<file path="config.mk">
export PLATFORM = sky130hd
export DESIGN_NAME = gpio_in
export DESIGN_NICKNAME = d
export VERILOG_FILES = /design/src/rtl/gpio_in.sv
export SDC_FILE = /design/constraint.sdc
export NUM_CORES = 1
export LEC_CHECK = 0
export CORE_MARGIN = 1
export CORE_UTILIZATION = 35
export DETAILED_ROUTE_END_ITERATION = 10
export PLACE_DENSITY_LB_ADDON = 0.05
export SKIP_CTS_REPAIR_TIMING = 1
export SYNTH_ARGS = -nofsm -noshare
export SYNTH_HDL_FRONTEND = slang
export SYNTH_SLANG_ARGS = --single-unit
</file>
<file path="constraint.sdc">
create_clock -name sys_clk -period 2.85 [get_ports sys_clk]
set_input_delay 0.285 -clock sys_clk [delete_from_list [all_inputs] [get_ports sys_clk]]
set_output_delay 0.285 -clock sys_clk [all_outputs]
set_load 0.02 [all_outputs]
</file>
<file path="src/rtl/gpio_in.sv">
// gpio_in: memory-mapped GPIO input peripheral.
// Active-low pins pass through a two-flop synchronizer and a per-pin debounce
// counter. The debounced level is presented inverted (pressed = 1). Selected
// edges set write-1-to-clear pending bits that drive a registered level IRQ.
module gpio_in #(
   parameter int N_PINS          = 4,
   parameter int DEBOUNCE_CYCLES = 250000
) (
   input  logic              sys_clk,
   input  logic              sys_reset_n,
   input  logic              wr_en_i,
   input  logic [31:0]       wr_addr_i,
   input  logic [31:0]       wr_data_i,
   input  logic [31:0]       rd_addr_i,
   output logic [31:0]       rd_data_o,
   input  logic [N_PINS-1:0] gpio_in_pins,
   output logic              irq_o
);

   localparam int              CNT_W   = $clog2(DEBOUNCE_CYCLES);
   localparam logic [CNT_W-1:0] CNT_MAX = CNT_W'(DEBOUNCE_CYCLES - 1);

   localparam logic [3:0] ADDR_IN_DATA  = 4'h0;
   localparam logic [3:0] ADDR_INT_EN   = 4'h4;
   localparam logic [3:0] ADDR_INT_EDGE = 4'h8;
   localparam logic [3:0] ADDR_INT_PEND = 4'hC;

   logic [N_PINS-1:0] sync1_r;
   logic [N_PINS-1:0] sync2_r;
   logic [N_PINS-1:0] stable_r;
   logic [N_PINS-1:0] stable_d_r;
   logic [CNT_W-1:0]  cnt_r [N_PINS];
   logic [N_PINS-1:0] int_en_r;
   logic [N_PINS-1:0] int_edge_r;
   logic [N_PINS-1:0] int_pend_r;
   logic              irq_r;
   logic [3:0]        rd_addr_r;

   logic [N_PINS-1:0] rise_s;
   logic [N_PINS-1:0] fall_s;
   logic [N_PINS-1:0] evt_s;
   logic              we_en_s;
   logic              we_edge_s;
   logic [N_PINS-1:0] pend_clr_s;
   logic [N_PINS-1:0] wr_bits_s;
   logic [31:0]       rd_data_s;

   // Address and data bits above the decoded range are intentionally ignored.
   logic unused_s;
   assign unused_s = ^{wr_addr_i[31:4], rd_addr_i[31:4], wr_data_i[31:N_PINS]};

   assign wr_bits_s = wr_data_i[N_PINS-1:0];

   // Two-flop synchronizer; inversion maps idle-high pins to 0.
   always_ff @(posedge sys_clk or negedge sys_reset_n) begin
      if (!sys_reset_n) begin
         sync1_r <= {N_PINS{1'b0}};
         sync2_r <= {N_PINS{1'b0}};
      end else begin
         sync1_r <= ~gpio_in_pins;
         sync2_r <= sync1_r;
      end
   end

   // Per-pin debounce: accept a new level only after it stays put long enough.
   always_ff @(posedge sys_clk or negedge sys_reset_n) begin
      if (!sys_reset_n) begin
         stable_r <= {N_PINS{1'b0}};
         for (int i = 0; i < N_PINS; i++) begin
            cnt_r[i] <= {CNT_W{1'b0}};
         end
      end else begin
         for (int i = 0; i < N_PINS; i++) begin
            if (sync2_r[i] == stable_r[i]) begin
               cnt_r[i] <= {CNT_W{1'b0}};
            end else if (cnt_r[i] == CNT_MAX) begin
               stable_r[i] <= sync2_r[i];
               cnt_r[i]    <= {CNT_W{1'b0}};
            end else begin
               cnt_r[i] <= cnt_r[i] + CNT_W'(1);
            end
         end
      end
   end

   // Delayed debounced level for edge detection.
   always_ff @(posedge sys_clk or negedge sys_reset_n) begin
      if (!sys_reset_n) begin
         stable_d_r <= {N_PINS{1'b0}};
      end else begin
         stable_d_r <= stable_r;
      end
   end

   assign rise_s = stable_r & ~stable_d_r;
   assign fall_s = ~stable_r & stable_d_r;
   assign evt_s  = (int_edge_r & rise_s) | (~int_edge_r & fall_s);

   // Decode bus writes into per-register strobes.
   always_comb begin
      we_en_s    = 1'b0;
      we_edge_s  = 1'b0;
      pend_clr_s = {N_PINS{1'b0}};
      if (wr_en_i) begin
         case (wr_addr_i[3:0])
            ADDR_INT_EN:   we_en_s    = 1'b1;
            ADDR_INT_EDGE: we_edge_s  = 1'b1;
            ADDR_INT_PEND: pend_clr_s = wr_bits_s;
            default: begin
               we_en_s    = 1'b0;
               we_edge_s  = 1'b0;
               pend_clr_s = {N_PINS{1'b0}};
            end
         endcase
      end else begin
         we_en_s    = 1'b0;
         we_edge_s  = 1'b0;
         pend_clr_s = {N_PINS{1'b0}};
      end
   end

   // Control registers; pending bits are W1C and a same-cycle event wins.
   always_ff @(posedge sys_clk or negedge sys_reset_n) begin
      if (!sys_reset_n) begin
         int_en_r   <= {N_PINS{1'b0}};
         int_edge_r <= {N_PINS{1'b0}};
         int_pend_r <= {N_PINS{1'b0}};
      end else begin
         if (we_en_s) begin
            int_en_r <= wr_bits_s;
         end
         if (we_edge_s) begin
            int_edge_r <= wr_bits_s;
         end
         int_pend_r <= (int_pend_r & ~pend_clr_s) | evt_s;
      end
   end

   // Registered level interrupt from enabled pending bits.
   always_ff @(posedge sys_clk or negedge sys_reset_n) begin
      if (!sys_reset_n) begin
         irq_r <= 1'b0;
      end else begin
         irq_r <= |(int_pend_r & int_en_r);
      end
   end

   // Capture the read address; data follows one cycle later.
   always_ff @(posedge sys_clk or negedge sys_reset_n) begin
      if (!sys_reset_n) begin
         rd_addr_r <= 4'h0;
      end else begin
         rd_addr_r <= rd_addr_i[3:0];
      end
   end

   // Read mux over current register contents, zero-extended to the bus width.
   always_comb begin
      rd_data_s = 32'h0000_0000;
      case (rd_addr_r)
         ADDR_IN_DATA:  rd_data_s = {{(32-N_PINS){1'b0}}, stable_r};
         ADDR_INT_EN:   rd_data_s = {{(32-N_PINS){1'b0}}, int_en_r};
         ADDR_INT_EDGE: rd_data_s = {{(32-N_PINS){1'b0}}, int_edge_r};
         ADDR_INT_PEND: rd_data_s = {{(32-N_PINS){1'b0}}, int_pend_r};
         default:       rd_data_s = 32'h0000_0000;
      endcase
   end

   assign rd_data_o = rd_data_s;
   assign irq_o     = irq_r;

endmodule

</file>
Word level (Yosys, flattened, before mapping)
Index checks and enable logic that the tools add are counted.
{"block": "totals", "regBits": 105, "inputBits": 103, "output_inout_bits": 33, "wordCells": 72}
{"block": "op_classes", "n_addsub": 4, "n_eq_ne": 14, "muxes": 15, "n_bitwise": 17, "reduce_logical": 6}
{"cell": "18-bit 2-to-1 mux", "count": 8}
{"cell": "18-bit by 1-bit adder with 18-bit output, second input constant", "count": 4}
{"cell": "18-bit equality test, second input constant", "count": 4}
{"cell": "4-bit AND", "count": 6}
{"cell": "4-bit NOT", "count": 5}
{"cell": "4-bit equality test, second input constant", "count": 4}
{"cell": "4-bit one-hot mux with 4 select lines", "count": 1}
{"cell": "4-bit by 3-bit equality test with 1-bit output, second input constant", "count": 2}
{"cell": "4-bit 2-to-1 mux", "count": 2}
{"cell": "4-bit bitwise OR", "count": 2}
{"cell": "2-bit AND reduction", "count": 4}
{"cell": "1-bit equality test", "count": 4}
{"cell": "4-bit logical NOT", "count": 1}
{"cell": "1-bit 2-to-1 mux", "count": 4}
{"cell": "1-bit NOT", "count": 4}
{"cell": "4-bit OR reduction", "count": 1}

Depth between registers and ports, before layout
Gate-level depths: netlist (run 1).
{"block": "logic_depth", "word_depth": 6, "mapped_depth": 6, "mapped_depth_nobuf": 5}

Worst setup path before layout (run 1)
OpenSTA, ideal clock, no wires.
{"block": "synth_path", "path_kind": "reg-to-reg", "startpoint": "register cnt_r[54] (netlist bit)", "endpoint": "register cnt_r[63] (netlist bit)", "setup_time_ns": 0.121, "t_arrival_ns": 1.724, "required_time_ns": 2.729, "setup_slack_ns": 1.004, "stages_incl_launch_ff": 7, "n_path_buf": 2, "period_less_slack_ns": 1.846, "path_cell_list": "dfrtp_1 -> ha_1 -> clkbuf_1 -> nand3_1 -> o31ai_2 -> buf_2 -> nor2_1"}
{"block": "synth_between", "elab_chain_cells": 3, "elab_cells_between_ends": 4, "cone_classes": "1 x add/sub; 1 x eq/ne; 2 x mux"}
{"element": "start, declared", "line_no": "32", "source": "logic [CNT_W-1:0] cnt_r [N_PINS];"}
{"element": "start signal, assigned by index", "line_no": "70", "source": "cnt_r[i] <= {CNT_W{1'b0}};"}
{"element": "start signal, assigned by index", "line_no": "75", "source": "cnt_r[i] <= {CNT_W{1'b0}};"}
{"element": "start signal, assigned by index", "line_no": "78", "source": "cnt_r[i] <= {CNT_W{1'b0}};"}
{"element": "18-bit by 1-bit adder with 18-bit output or 18-bit equality test (tied branches)", "line_no": "80, 76"}
{"element": "18-bit 2-to-1 mux (*)", "line_no": "76", "source": "end else if (cnt_r[i] == CNT_MAX) begin"}
{"element": "18-bit 2-to-1 mux (*)", "line_no": "74", "source": "if (sync2_r[i] == stable_r[i]) begin"}
Mark *: on every way between the ends. The rest lies on a longest branch, timed or not.
A chain may end at the register's enable or synchronous reset.

Worst setup path after layout (run 1)
{"block": "layout_path", "startpoint": "register rd_addr_r[3]", "endpoint": "output rd_data_o[0]"}
{"block": "layout_between", "elab_chain_cells": 2, "elab_cells_between_ends": 5, "cone_classes": "3 x eq/ne; 1 x mux; 1 x reduce/logical"}
{"element": "start, declared", "line_no": "37", "source": "logic [3:0] rd_addr_r;"}
{"element": "start signal, assigned", "line_no": "153", "source": "rd_addr_r <= rd_addr_i[3:0];"}
{"element": "4-bit equality test, or another cell as far along", "line_no": "160", "source": "case (rd_addr_r)"}
{"element": "4-bit one-hot mux with 4 select lines (*)", "line_no": "160"}
{"element": "end, declared", "line_no": "15", "source": "output logic [31:0] rd_data_o,"}
Marks and branches as above.

==> results of run 1 <==
worst max path at each step:
stage / startpoint / to / slack [ns] / cells after the start
floorplan: cnt_r[54]$_DFF_PN0_ / cnt_r[63]$_DFF_PN0_ / 1.00 / 6
global placement: rd_addr_r[3]$_DFF_PN0_ / rd_data_o[1] / 0.68 / 4
detailed placement: rd_addr_r[3]$_DFF_PN0_ / rd_data_o[1] / 0.65 / 4
CTS: rd_addr_r[3]$_DFF_PN0_ / rd_data_o[1] / 0.25 / 4
global route: rd_addr_r[3]$_DFF_PN0_ / rd_data_o[1] / 0.14 / 4
finish: rd_addr_r[3]$_DFF_PN0_ / rd_data_o[0] / 0.29 / 4
critical path: cells and delay by family, from the launching register on:
family / cells / cell delay [ns]
flops: 1 / 0.40
simple gates: 1 / 0.50
buf+inv: 1 / 0.65
compound gates: 2 / 0.37
logic make-up (layout without fill, tap and decap cells):
| group | Yosys count | after routing |
|---|---|---|
| simple gates | 235 | 235 |
| xor+xnor | 62 | 62 |
| compound gates | 33 | 33 |
| fa+ha+maj | 4 | 4 |
| mux | 16 | 16 |
| flops | 105 | 105 |
| other cells | 1 | 28 |
| buf+inv | 56 | 61 |
power groups by stage:
stage | combinational, W | clock (W) | sequential [W]
2_1_floorplan | 0.000157 | 0 | 0.00160
3_3_place_gp | 0.000209 | 0 | 0.00161
3_5_place_dp | 0.000212 | 0 | 0.00161
4_1_cts | 0.000212 | 0.00131 | 0.00159
5_1_grt | 0.000238 | 0.00135 | 0.00160
6_report | 0.000206 | 0.00125 | 0.00159
synth_stat cells, drive strengths merged, types with 2 or more instances:
cell type / n
dfrtp: 105
xnor2: 42
clkbuf: 9
o22ai: 2
o41ai: 2
or3: 6
nand3: 28
and3: 5
a221oi: 2
mux2: 12
nor2: 85
or4: 3
inv: 15
xor2: 20
and2: 2
ha: 4
buf: 32
nand2: 32
and4: 5
nor3: 15
nor4: 22
a22oi: 4
o31ai: 2
a21oi: 8
nand4: 28
o21ai: 9
mux2i: 4
a21o: 3
routing by layer:
layer,up-vias,track usage,wire (um)
li1,1771,-,-
met1,1732,0.190,4930
met2,49,0.241,4640
met3,14,0.0392,350
met4,0,0.0550,165
met5,-,0,0
stage by stage:
stage | utilization | power, W | instances | hold WS (ns)
after floorplan | - | 0.00176 | 539 | -0.0106
after global placement | 0.390 | 0.00182 | 707 | 0.334
after detailed placement | 0.390 | 0.00183 | 707 | 0.336
after CTS | 0.411 | 0.00310 | 723 | -0.0419
after global routing | 0.411 | 0.00319 | 724 | 0.345
final | 0.411 | 0.00304 | 724 | 0.351
area by class of cell:
class | count | share of cell area
sequential | 105 | 0.453
multi-input combinational | 378 | 0.396
timing repair buffer | 30 | 0.0509
clock buffer | 11 | 0.0436
tap | 180 | 0.0388
inverter | 15 | 0.00971
clock inverter | 5 | 0.00755
==> results.cfg, run 1 <==
[grt]
grt_pass1_wl_um = 17300
grt_max_degree = 61
grtUsageTotal = 0.149
overflow = 0
grt_pass1_vias = 3592
antenna_found_initial = 0

[clock_network]
clock_latency_ns = 0.36
numCtsBuffers = 9
root_buffer = clkbuf_16
cts_tree = done
htreeDepth = 3
clk_path_buf_depth = 2
clock-sinks = 105
clk_pin_slew_ns = 0.07

[synthesis]
syn_inst = 512
synthAdderAreaFrac = 0.00971
synth.top_cell.area_share = 0.510
ys_ff_latch = 105
yosys.area_share.simple = 0.227
synth_top_family_by_area = simple AND/OR/NAND/NOR gates
synth_cell_type_count = 40
async_reset_ff_frac = 1.00
yosys_warnings = 0
synth_compound_area_frac = 0.0491
synth_xor_area_frac = 0.105
synthFlopType = dfrtp_1
muxShareOfSynthArea = 0.0340
yosysTopAreaCell = dfrtp_1
synth.yosys.seq_area_share = 0.510
synth_edf_count = 0
avgSynthCellArea_sq_um = 10.1
ys_top_cells_by_area = dfrtp_1 51%, xnor2_1 7.1%, nor2_1 6.2%
synthesis.area_sq_um = 5150

[placement]
gp_congestion = 0.778
dpl_cell_area_sq_um = 5490
dp_hpwl_um = 6890
dpl_worst_slack_ns = 0.652
portBuffers = 23

[routing]
final_antenna_net_count = 0
drtIter0Drc = 147
vias = 3566
drt_first_pass_iters = 4
viasPerCell = 4.93
finalWirelength_um = 10100
drc_errors = 0
wire_per_inst_um = 13.9

[layout]
layout_common_cells = 105 x dfrtp_1, 85 x nor2_1, 42 x xnor2_1
layout.nets = 646
largest_reg_flops = 72
final_common_cell = dfrtp_1
multi_input_area_sq_um = 2300
fin_area_sq_um = 5800
nFillCells = 1376
area.sequential_sq_um = 2630
largest-register = cnt_r
areaGrowthSynthToFinish_pct = 12.5
antenna_cells = 0
layout-drive-gt1-share = 0.0754

[floorplan]
core-area_sq_um = 14100
io_pins = 136
die_x_um = 123
dieArea_sq_um = 15200
rows = 43
die_h_um = 123
start_util = 0.366

[critical_path]
start_kind = register
r2r-start = cnt_r[40]$_DFF_PN0_
max_stage_delay_ns = 0.65
worst-setup-path-type = register to output pin
cp_max_fo = 4
endpoint_kind = output pin
reg2reg_depth = 5
reg2reg_slack_ns = 0.89
required_ns = 2.57
reg2reg_to = cnt_r[39]$_DFF_PN0_
slowest_stage = clkdlybuf4s50_1
cp_cell_sequence = nor3_1, a22oi_1, a21oi_1, clkdlybuf4s50_1
cp.arrival_ns = 2.27

[pwr]
pwr_density_cell_nw_per_um2 = 524
pwr-share-comb = 0.068
p_int_w = 0.00228
clkPwrFrac = 0.411
vdd_drop_max_v = 0.000289
p_sw_w = 0.000766
p_seq_frac = 0.522
power.leakage_nw = 2.43
swShare = 0.252

[sta]
tightest_slew_ns = 0.617
clock_skew_ns = 0.00873
setup_ws_ns = 0.294
max_freq_mhz = 391
hold_viol = 0
slew_violations = 0
period_share = 0.897
finalSetupTns_ns = 0
fin_crit_ns = 2.56
final-setup-viol-count = 0
relSlewSlack = 0.589
rsz0062_at_grt = no

[flow_run]
drv_cap = 0

[worst_hold_path]
worstHoldPathCells = 0
min-delay-path-class = register to register
hp-start = sync1_r[3]$_DFF_PN0_
min_to = sync2_r[3]$_DFF_PN0_

[status]
outcome = complete, no violations
Power figures use the tool's default switching activity.
==> inputs of run 2 (changes only) <==
--- a/config.mk
+++ b/config.mk
@@ -10,6 +10,7 @@
 export DETAILED_ROUTE_END_ITERATION = 10
 export PLACE_DENSITY_LB_ADDON = 0.05
 export SKIP_CTS_REPAIR_TIMING = 1
+export SLEW_MARGIN = 20
 export SYNTH_ARGS = -nofsm -noshare
 export SYNTH_HDL_FRONTEND = slang
 export SYNTH_SLANG_ARGS = --single-unit
==> results of run 2 <==
Final layout, timing and power as in run 1 (identical DEF).
==> inputs of run 3 (changes only) <==
--- a/config.mk
+++ b/config.mk
@@ -6,7 +6,7 @@
 export NUM_CORES = 1
 export LEC_CHECK = 0
 export CORE_MARGIN = 1
-export CORE_UTILIZATION = 35
+export CORE_UTILIZATION = 50
 export DETAILED_ROUTE_END_ITERATION = 10
 export PLACE_DENSITY_LB_ADDON = 0.05
 export SKIP_CTS_REPAIR_TIMING = 1
==> run 3 against run 2 <==
  * Global-route usage rose by 4.2 points
  * Total power fell by 7.9%
  * Via count fell by 1.1%
  * Hold slack got worse by 0.37 ns
  * Sequential cell count did not move
  * Cell area fell by 2.5%
  * Critical path type unchanged
  * Clock-buffer cell count fell by 1
  * The flow now finishes with violations (hold timing)
  * Register-to-register slack got worse by 0.12 ns
  * Fmax rose by 0.58%
==> results.cfg, run 3 (synthesis results as in run 1) <==
[status]
outcome = complete, but fails checks
failed_checks = hold timing

[layout]
layout.nets = 645
layout_common_cells = 105 x dfrtp_1, 85 x nor2_1, 42 x xnor2_1
largest-register = cnt_r
largest_reg_flops = 72
layout-drive-gt1-share = 0.0738
final_common_cell = dfrtp_1
areaGrowthSynthToFinish_pct = 9.66
antenna_cells = 0

[critical_path]
start_kind = register
cp_max_fo = 4
endpoint_kind = output pin
cp.arrival_ns = 2.26
worst-setup-path-type = register to output pin
required_ns = 2.57

[sta]
hold_slack_ns = -0.0205
setup_ws_ns = 0.309
slew_violations = 0
clock_skew_ns = 0.00809
max_freq_mhz = 394
relSlewSlack = 0.503
final-setup-viol-count = 0
fin_crit_ns = 2.54
tightest_slew_ns = 0.745
period_share = 0.892
finalSetupTns_ns = 0
hold_viol = 40
rsz0062_at_grt = no

[clock_network]
clock-sinks = 105
htreeDepth = 3
cts_tree = done
clock_latency_ns = 0.37
numCtsBuffers = 9
clk_path_buf_depth = 2
clk_pin_slew_ns = 0.09
root_buffer = clkbuf_8

[floorplan]
die_x_um = 104
io_pins = 136
die_h_um = 104
start_util = 0.522
core-area_sq_um = 9860
rows = 36
dieArea_sq_um = 10700

[grt]
grtUsageMet1 = 0.263
grt_pass1_wl_um = 16400
antenna_found_initial = 0
grtUsageTotal = 0.190
grt_max_degree = 58
grt_pass1_vias = 3388
overflow = 0
grtUsageMet2 = 0.296
use_met3 = 0.0548
top_usage_layer = met2

[routing]
final_antenna_net_count = 0
finalWirelength_um = 9270
drt_first_pass_iters = 4
wire_per_inst_um = 13.7
viasPerCell = 5.22
drc_errors = 0
vias = 3525
drtIter0Drc = 109

[placement]
dpl_worst_slack_ns = 0.674
portBuffers = 23
dp_hpwl_um = 6350
gp_congestion = 0.758

[worst_hold_path]
min-delay-path-class = input port to async pin

[flow_run]
drv_cap = 0

[pwr]
pwr_density_cell_nw_per_um2 = 496
power.leakage_nw = 2.39
vdd_drop_max_v = 0.000363
run 3: cell types whose count changed in the layout (fill, tap and decap cells not counted):
| cell | delta |
|---|---|
| clkbuf_16 | -9 |
| clkbuf_8 | +8 |
| inv_6 | -4 |
| bufinv_16 | +2 |
| clkinvlp_4 | +2 |
| clkinv_2 | +1 |
| clkinv_4 | -1 |
| dlygate4sd3_1 | -1 |
run 3: path summary, 6_finish.rpt:
check / start / endpoint / slack, ns / depth (start not counted)
worst max-delay path: rd_addr_r[3]$_DFF_PN0_ / rd_data_o[0] / 0.31 / 4
max in group asynchronous: sys_reset_n / cnt_r[69]$_DFF_PN0_ / 2.15 / 2
min in group sys_clk: rd_addr_i[2] / rd_addr_r[2]$_DFF_PN0_ / 0.35 / 1
worst min register to register: sync1_r[1]$_DFF_PN0_ / sync2_r[1]$_DFF_PN0_ / 0.37 / 0
worst min-delay path: sys_reset_n / cnt_r[33]$_DFF_PN0_ / -0.02 / 1
worst max register to register: cnt_r[36]$_DFF_PN0_ / cnt_r[53]$_DFF_PN0_ / 0.77 / 5
run 3: metal layers:
metal	wire length (um)	part of all wire
met5	0	0
met1	4530	0.49
met3	336	0.036
met2	4330	0.47
met4	69	0.0074
run 3: stage by stage:
| stage | hold WS, ns | util | area (sq um) | std cells | power [W] |
|---|---|---|---|---|---|
| finish | -0.0205 | 0.573 | 5650 | 675 | 0.00280 |
| global route | 0.0235 | 0.573 | 5650 | 675 | 0.00294 |
| CTS | -0.0142 | 0.573 | 5650 | 675 | 0.00285 |
| detailed placement | 0.336 | 0.551 | 5430 | 660 | 0.00183 |
| global placement | 0.333 | 0.551 | 5430 | 660 | 0.00182 |
| floorplan | -0.0106 | - | 5250 | 539 | 0.00176 |
run 3: final cells by class:
class,instances,area [sq um]
fill,867,4210
sequential,105,2630
multi-input combinational,378,2300
timing repair buffer,29,285
tap,133,166
clock buffer,10,138
clock inverter,5,80.1
inverter,15,56.3
run 3: where the power goes:
part | internal, W | switching, W
Sequential | 0.00154 | 0.0000500
Combinational | 0.0000820 | 0.000124
Clock | 0.000512 | 0.000496
Total | 0.00213 | 0.000670
run 3: critical path: stages, from the launching register on:
cell,delay [ns]
dfrtp_1,0.41
nor3_1,0.49
a22oi_1,0.15
a21oi_1,0.22
clkdlybuf4s50_1,0.63
